[config.mk]
export PLATFORM = sky130hd
export DESIGN_NAME = unid_acesso_mem
export DESIGN_NICKNAME = d
export VERILOG_FILES = /design/src/rtl/unid_acesso_mem.sv
export SDC_FILE = /design/constraint.sdc
export NUM_CORES = 1
export LEC_CHECK = 0
export ABC_AREA = 1
export CAP_MARGIN = 20
export CELL_PAD_IN_SITES_DETAIL_PLACEMENT = 1
export CELL_PAD_IN_SITES_GLOBAL_PLACEMENT = 1
export CORE_UTILIZATION = 29
export CTS_CLUSTER_SIZE = 12
export DETAILED_ROUTE_END_ITERATION = 12
export HOLD_SLACK_MARGIN = 0.03
export PLACE_DENSITY = 0.92
export SLEW_MARGIN = 20
export SYNTH_ARGS = -nofsm -noshare
export SYNTH_HDL_FRONTEND = slang
export SYNTH_SLANG_ARGS = --single-unit
[constraint.sdc]
create_clock -name clock -period 4.22 [get_ports clock]
set_clock_uncertainty 0.05 [all_clocks]
set_input_delay 0.422 -clock clock [delete_from_list [all_inputs] [get_ports clock]]
set_output_delay 0.422 -clock clock [all_outputs]
set_load 0.02 [all_outputs]
[src/rtl/unid_acesso_mem.sv]
// Halfword load/store access unit between the pipeline and the data memory.
// Optional misaligned-address rejection is enabled by defining UNID_ACESSO_ALINHAMENTO_EN.
module unid_acesso_mem #(
   parameter int LATENCIA_LEITURA = 1
) (
   input  logic        clock,
   input  logic        reset,
   input  logic        req_valido,
   output logic        req_pronto,
   input  logic        req_escrita,
   input  logic [31:0] req_endereco,
   input  logic [31:0] req_dado,
   output logic        resp_valido,
   output logic [31:0] resp_dado,
   output logic        erro_alinhamento,
   output logic [31:0] mem_endereco,
   output logic [31:0] mem_valor,
   output logic        mem_escrita,
   output logic        mem_leitura,
   input  logic [31:0] mem_dado
);

   typedef enum logic [1:0] {OCIOSO, LEITURA, ESCRITA, RESPOSTA} estado_t;

   localparam logic [3:0] CONTADOR_INICIAL = 4'(LATENCIA_LEITURA - 1);

   estado_t     estado_q;
   logic [3:0]  contador_q;
   logic        req_pronto_q;
   logic        resp_valido_q;
   logic [31:0] resp_dado_q;
   logic [31:0] mem_endereco_q;
   logic [31:0] mem_valor_q;
   logic        mem_escrita_q;
   logic        mem_leitura_q;
   logic        erro_q;
   logic        desalinhado;

   // Only the low halfword of the store data reaches memory.
   logic unused_dado_alto;
   assign unused_dado_alto = ^req_dado[31:16];

`ifdef UNID_ACESSO_ALINHAMENTO_EN
   assign desalinhado      = req_endereco[0];
   assign erro_alinhamento = erro_q;
`else
   assign desalinhado      = 1'b0;
   assign erro_alinhamento = 1'b0;
`endif

   // NOTE: every strobe is a flop output, so the asynchronous reset clears
   // mem_escrita at once without waiting for a clock edge.
   always_ff @(posedge clock or posedge reset) begin
      if (reset) begin
         estado_q       <= OCIOSO;
         contador_q     <= 4'd0;
         req_pronto_q   <= 1'b1;
         resp_valido_q  <= 1'b0;
         resp_dado_q    <= 32'd0;
         mem_endereco_q <= 32'd0;
         mem_valor_q    <= 32'd0;
         mem_escrita_q  <= 1'b0;
         mem_leitura_q  <= 1'b0;
         erro_q         <= 1'b0;
      end else begin
         resp_valido_q <= 1'b0;
         erro_q        <= 1'b0;
         case (estado_q)
            OCIOSO: begin
               if (req_valido && req_pronto_q) begin
                  req_pronto_q <= 1'b0;
                  if (desalinhado) begin
                     estado_q      <= RESPOSTA;
                     resp_valido_q <= 1'b1;
                     erro_q        <= 1'b1;
                  end else if (req_escrita) begin
                     estado_q       <= ESCRITA;
                     mem_endereco_q <= req_endereco;
                     mem_valor_q    <= {16'b0, req_dado[15:0]};
                     mem_escrita_q  <= 1'b1;
                  end else begin
                     estado_q       <= LEITURA;
                     mem_endereco_q <= req_endereco;
                     mem_leitura_q  <= 1'b1;
                     contador_q     <= CONTADOR_INICIAL;
                  end
               end
            end
            LEITURA: begin
               if (contador_q == 4'd0) begin
                  estado_q      <= RESPOSTA;
                  mem_leitura_q <= 1'b0;
                  resp_dado_q   <= mem_dado;
                  resp_valido_q <= 1'b1;
               end else begin
                  contador_q <= contador_q - 4'd1;
               end
            end
            ESCRITA: begin
               estado_q      <= RESPOSTA;
               mem_escrita_q <= 1'b0;
               resp_dado_q   <= 32'd0;
               resp_valido_q <= 1'b1;
            end
            RESPOSTA: begin
               estado_q     <= OCIOSO;
               req_pronto_q <= 1'b1;
            end
            default: estado_q <= OCIOSO;
         endcase
      end
   end

   assign req_pronto   = req_pronto_q;
   assign resp_valido  = resp_valido_q;
   assign resp_dado    = resp_dado_q;
   assign mem_endereco = mem_endereco_q;
   assign mem_valor    = mem_valor_q;
   assign mem_escrita  = mem_escrita_q;
   assign mem_leitura  = mem_leitura_q;

endmodule

==> results.json <==
{
  "outcome": "finished clean",
  "cts_setup_buffers": 0,
  "cts_tree": "built",
  "final-setup-viol-count": 0,
  "row_count": 41,
  "p_leak_nw": 2.79,
  "drc": 0,
  "fmax_ghz": 0.393,
  "instances_no_fill": 779,
  "wl_per_cell_um": 15.5,
  "path_clk_slew_ns": 0.06,
  "ir_drop_mv": 0.198,
  "grtUsageTotal_pct": 18.5,
  "clock_sinks": 90,
  "worst_slew_pin_slew_ns": 1.02,
  "p_clk_share_pct": 44.9,
  "placed_cells": 764,
  "io_buffers": 167,
  "synth_seq_cells": 90,
  "dr_wl_met2_mm": 6.14,
  "hold_slack_ns": 0.368,
  "drv_slew": 0,
  "place.gp.congestion": 0.806,
  "insertion_delay_ns": 0.34,
  "ys_types": 20,
  "dr.pass1.iters": 4,
  "power_switching_w": 0.000372,
  "cts_buffer_depth": 2,
  "cts_hold_buf": 0,
  "worstPathCellList": "inv_1, ha_1, nand4_4, nor2_4, nand2_1, nand2_1",
  "grt_max_degree": 52,
  "path_max_fanout": 35,
  "crit_arrival_ns": 2.77,
  "synth-async-reset-ratio_pct": 100,
  "synth_flop_cell": "dfrtp_1",
  "wl_met3_um": 857,
  "required_ns": 4.44,
  "synth_area_mm2": 0.00386,
  "core_area_mm2": 0.0128,
  "n_fill_cell": 1492,
  "area_growth_pct": 52.6,
  "cts_resized": 0,
  "cp_slowest_cell": "nor2_4",
  "die-area_mm2": 0.0138,
  "min_period_over_period_pct": 60.3,
  "r2r_start": "estado_q[1]",
  "final_common_cell": "nand2_1",
  "io_pins": 201,
  "final_cell_mix": "nand2_1, clkdlybuf4s50_1, dfrtp_1, nand3_1, conb_1",
  "grt_overflow": 0,
  "routed_wl_mm": 12.1,
  "setup_tns_ns": 0,
  "vias": 3528,
  "synthCells": 443,
  "drive_gt1_share_pct": 4.12,
  "crit_top_cell": "nand2_1",
  "fin_crit_ns": 2.55,
  "avgSynthCellArea_um2": 8.71,
  "top_layer": "met4",
  "ys.warnings.count": 0,
  "grt_pass1_vias": 3940,
  "drt-initial-drc-count": 133,
  "die_h_um": 117,
  "sw_frac_of_total_pct": 21.0,
  "htreeDepth": 3,
  "ctsRootBufferMaster": "clkbuf_16",
  "p_per_area_mw_per_mm2": 301,
  "crit_family": "simple AND/OR/NAND/NOR gates",
  "final_core_util_pct": 46.1,
  "slowest_delay_ns": 0.80,
  "dp_hpwl_mm": 8.86,
  "post_drt_via_cell_ratio": 4.53,
  "synth-edff-count": 0,
  "worst-path-buf-inv": 1,
  "intPower_w": 0.00140,
  "max-cap-violations": 0,
  "start_util_pct": 30.2,
  "m1WireLength_mm": 4.94,
  "cts_buffers": 9,
  "hold_viol_final": 0,
  "final_nets": 710,
  "relSlewSlack_pct": 31.7,
  "cp-end-kind": "flop",
  "cp-startpoint": "estado_q[1]",
  "grt_antenna_before_repair": 0,
  "p_comb_share_pct": 6.5,
  "cp-start-kind": "flop",
  "die_w_um": 117,
  "worstSetupPathType": "reg2reg",
  "hold_path.class": "in2async",
  "seqPwrFrac_pct": 48.6,
  "final_antenna_net_count": 0,
  "diodes": 0,
  "yosysSeqAreaShare_pct": 58.4,
  "rsz0062_at_grt": "no",
  "grt_pass1_wl_mm": 20.1
}
-- routing by layer --
metal	global-route usage, %	up-vias
li1	-	1660
met1	20.3	1724
met2	33.5	132
met3	6.57	12
met4	4.63	0
met5	0	-
-- cell type report --
cell class                 instances  area, µm²  share of cell area (%)
clock buffer                      10        239                    4.06
multi-input combinational        319       1380                    23.5
sequential                        90       2250                    38.3
clock inverter                     5       53.8                   0.914
timing repair buffer             170       1690                    28.8
tap                              172        215                    3.66
inverter                          13       50.0                   0.850
-- sequential cells by signal, indices dropped and copies added, names as in the netlist --
name and count:
mem_valor 16, mem_leitura 1, resp_dado 32, resp_valido 1, req_pronto 1, mem_escrita 1
mem_endereco 32, contador_q 4, estado_q 2
-- final timing paths --
check | end | slack [ns] | depth (start not counted)
max in group asynchronous | resp_dado[29] | 2.90 | 3
min in group clock | mem_endereco[23] | 0.42 | 2
min | mem_endereco[4] | 0.37 | 2
max reg2reg | resp_dado[22] | 1.67 | 6
max | resp_dado[22] | 1.67 | 6
min reg2reg | mem_endereco[23] | 0.42 | 2
-- cells in the mapped netlist, types with 2 or more instances --
master / n / share of area (%)
nand2_1: 219 / 21
dfrtp_1: 89 / 58
nand3_1: 53 / 6.9
buf_4: 21 / 4.1
buf_2: 13 / 1.7
inv_1: 12 / 1.2
nor2_1: 8 / 0.78
ha_1: 7 / 2.3
a21oi_1: 6 / 0.78
o21ai_0: 3 / 0.39
clkbuf_1: 2 / 0.19
nor2_4: 2 / 0.58
-- logic make-up after synthesis --
kind of cell | after synthesis | share of synthesized area, %
other | 1 | 0.0972
buffers and inverters | 50 | 7.33
adders and majority gates | 7 | 2.27
DFF | 90 | 58.4
and+or+nand+nor | 284 | 30.3
AOI/OAI and AO/OA | 10 | 1.39
xor gates and xnor gates | 1 | 0.227
-- stage by stage --
stage	setup WS [ns]	cell area, µm²	total power (W)
floorplan	1.41	3920	0.000921
global placement	1.59	5590	0.000992
detailed placement	1.51	5590	0.000995
CTS	1.60	5890	0.00181
global route	1.41	5890	0.00184
finish	1.67	5890	0.00177
-- power by group through the flow --
stage	clock [W]	sequential [W]	combinational [W]
3_5_place_dp	0	0.000879	0.000116
2_1_floorplan	0	0.000879	0.0000417
5_1_grt	0.000854	0.000862	0.000124
4_1_cts	0.000826	0.000863	0.000117
3_3_place_gp	0	0.000879	0.000113
6_report	0.000796	0.000863	0.000115
No activity file was read; power rests on OpenSTA's default activity.
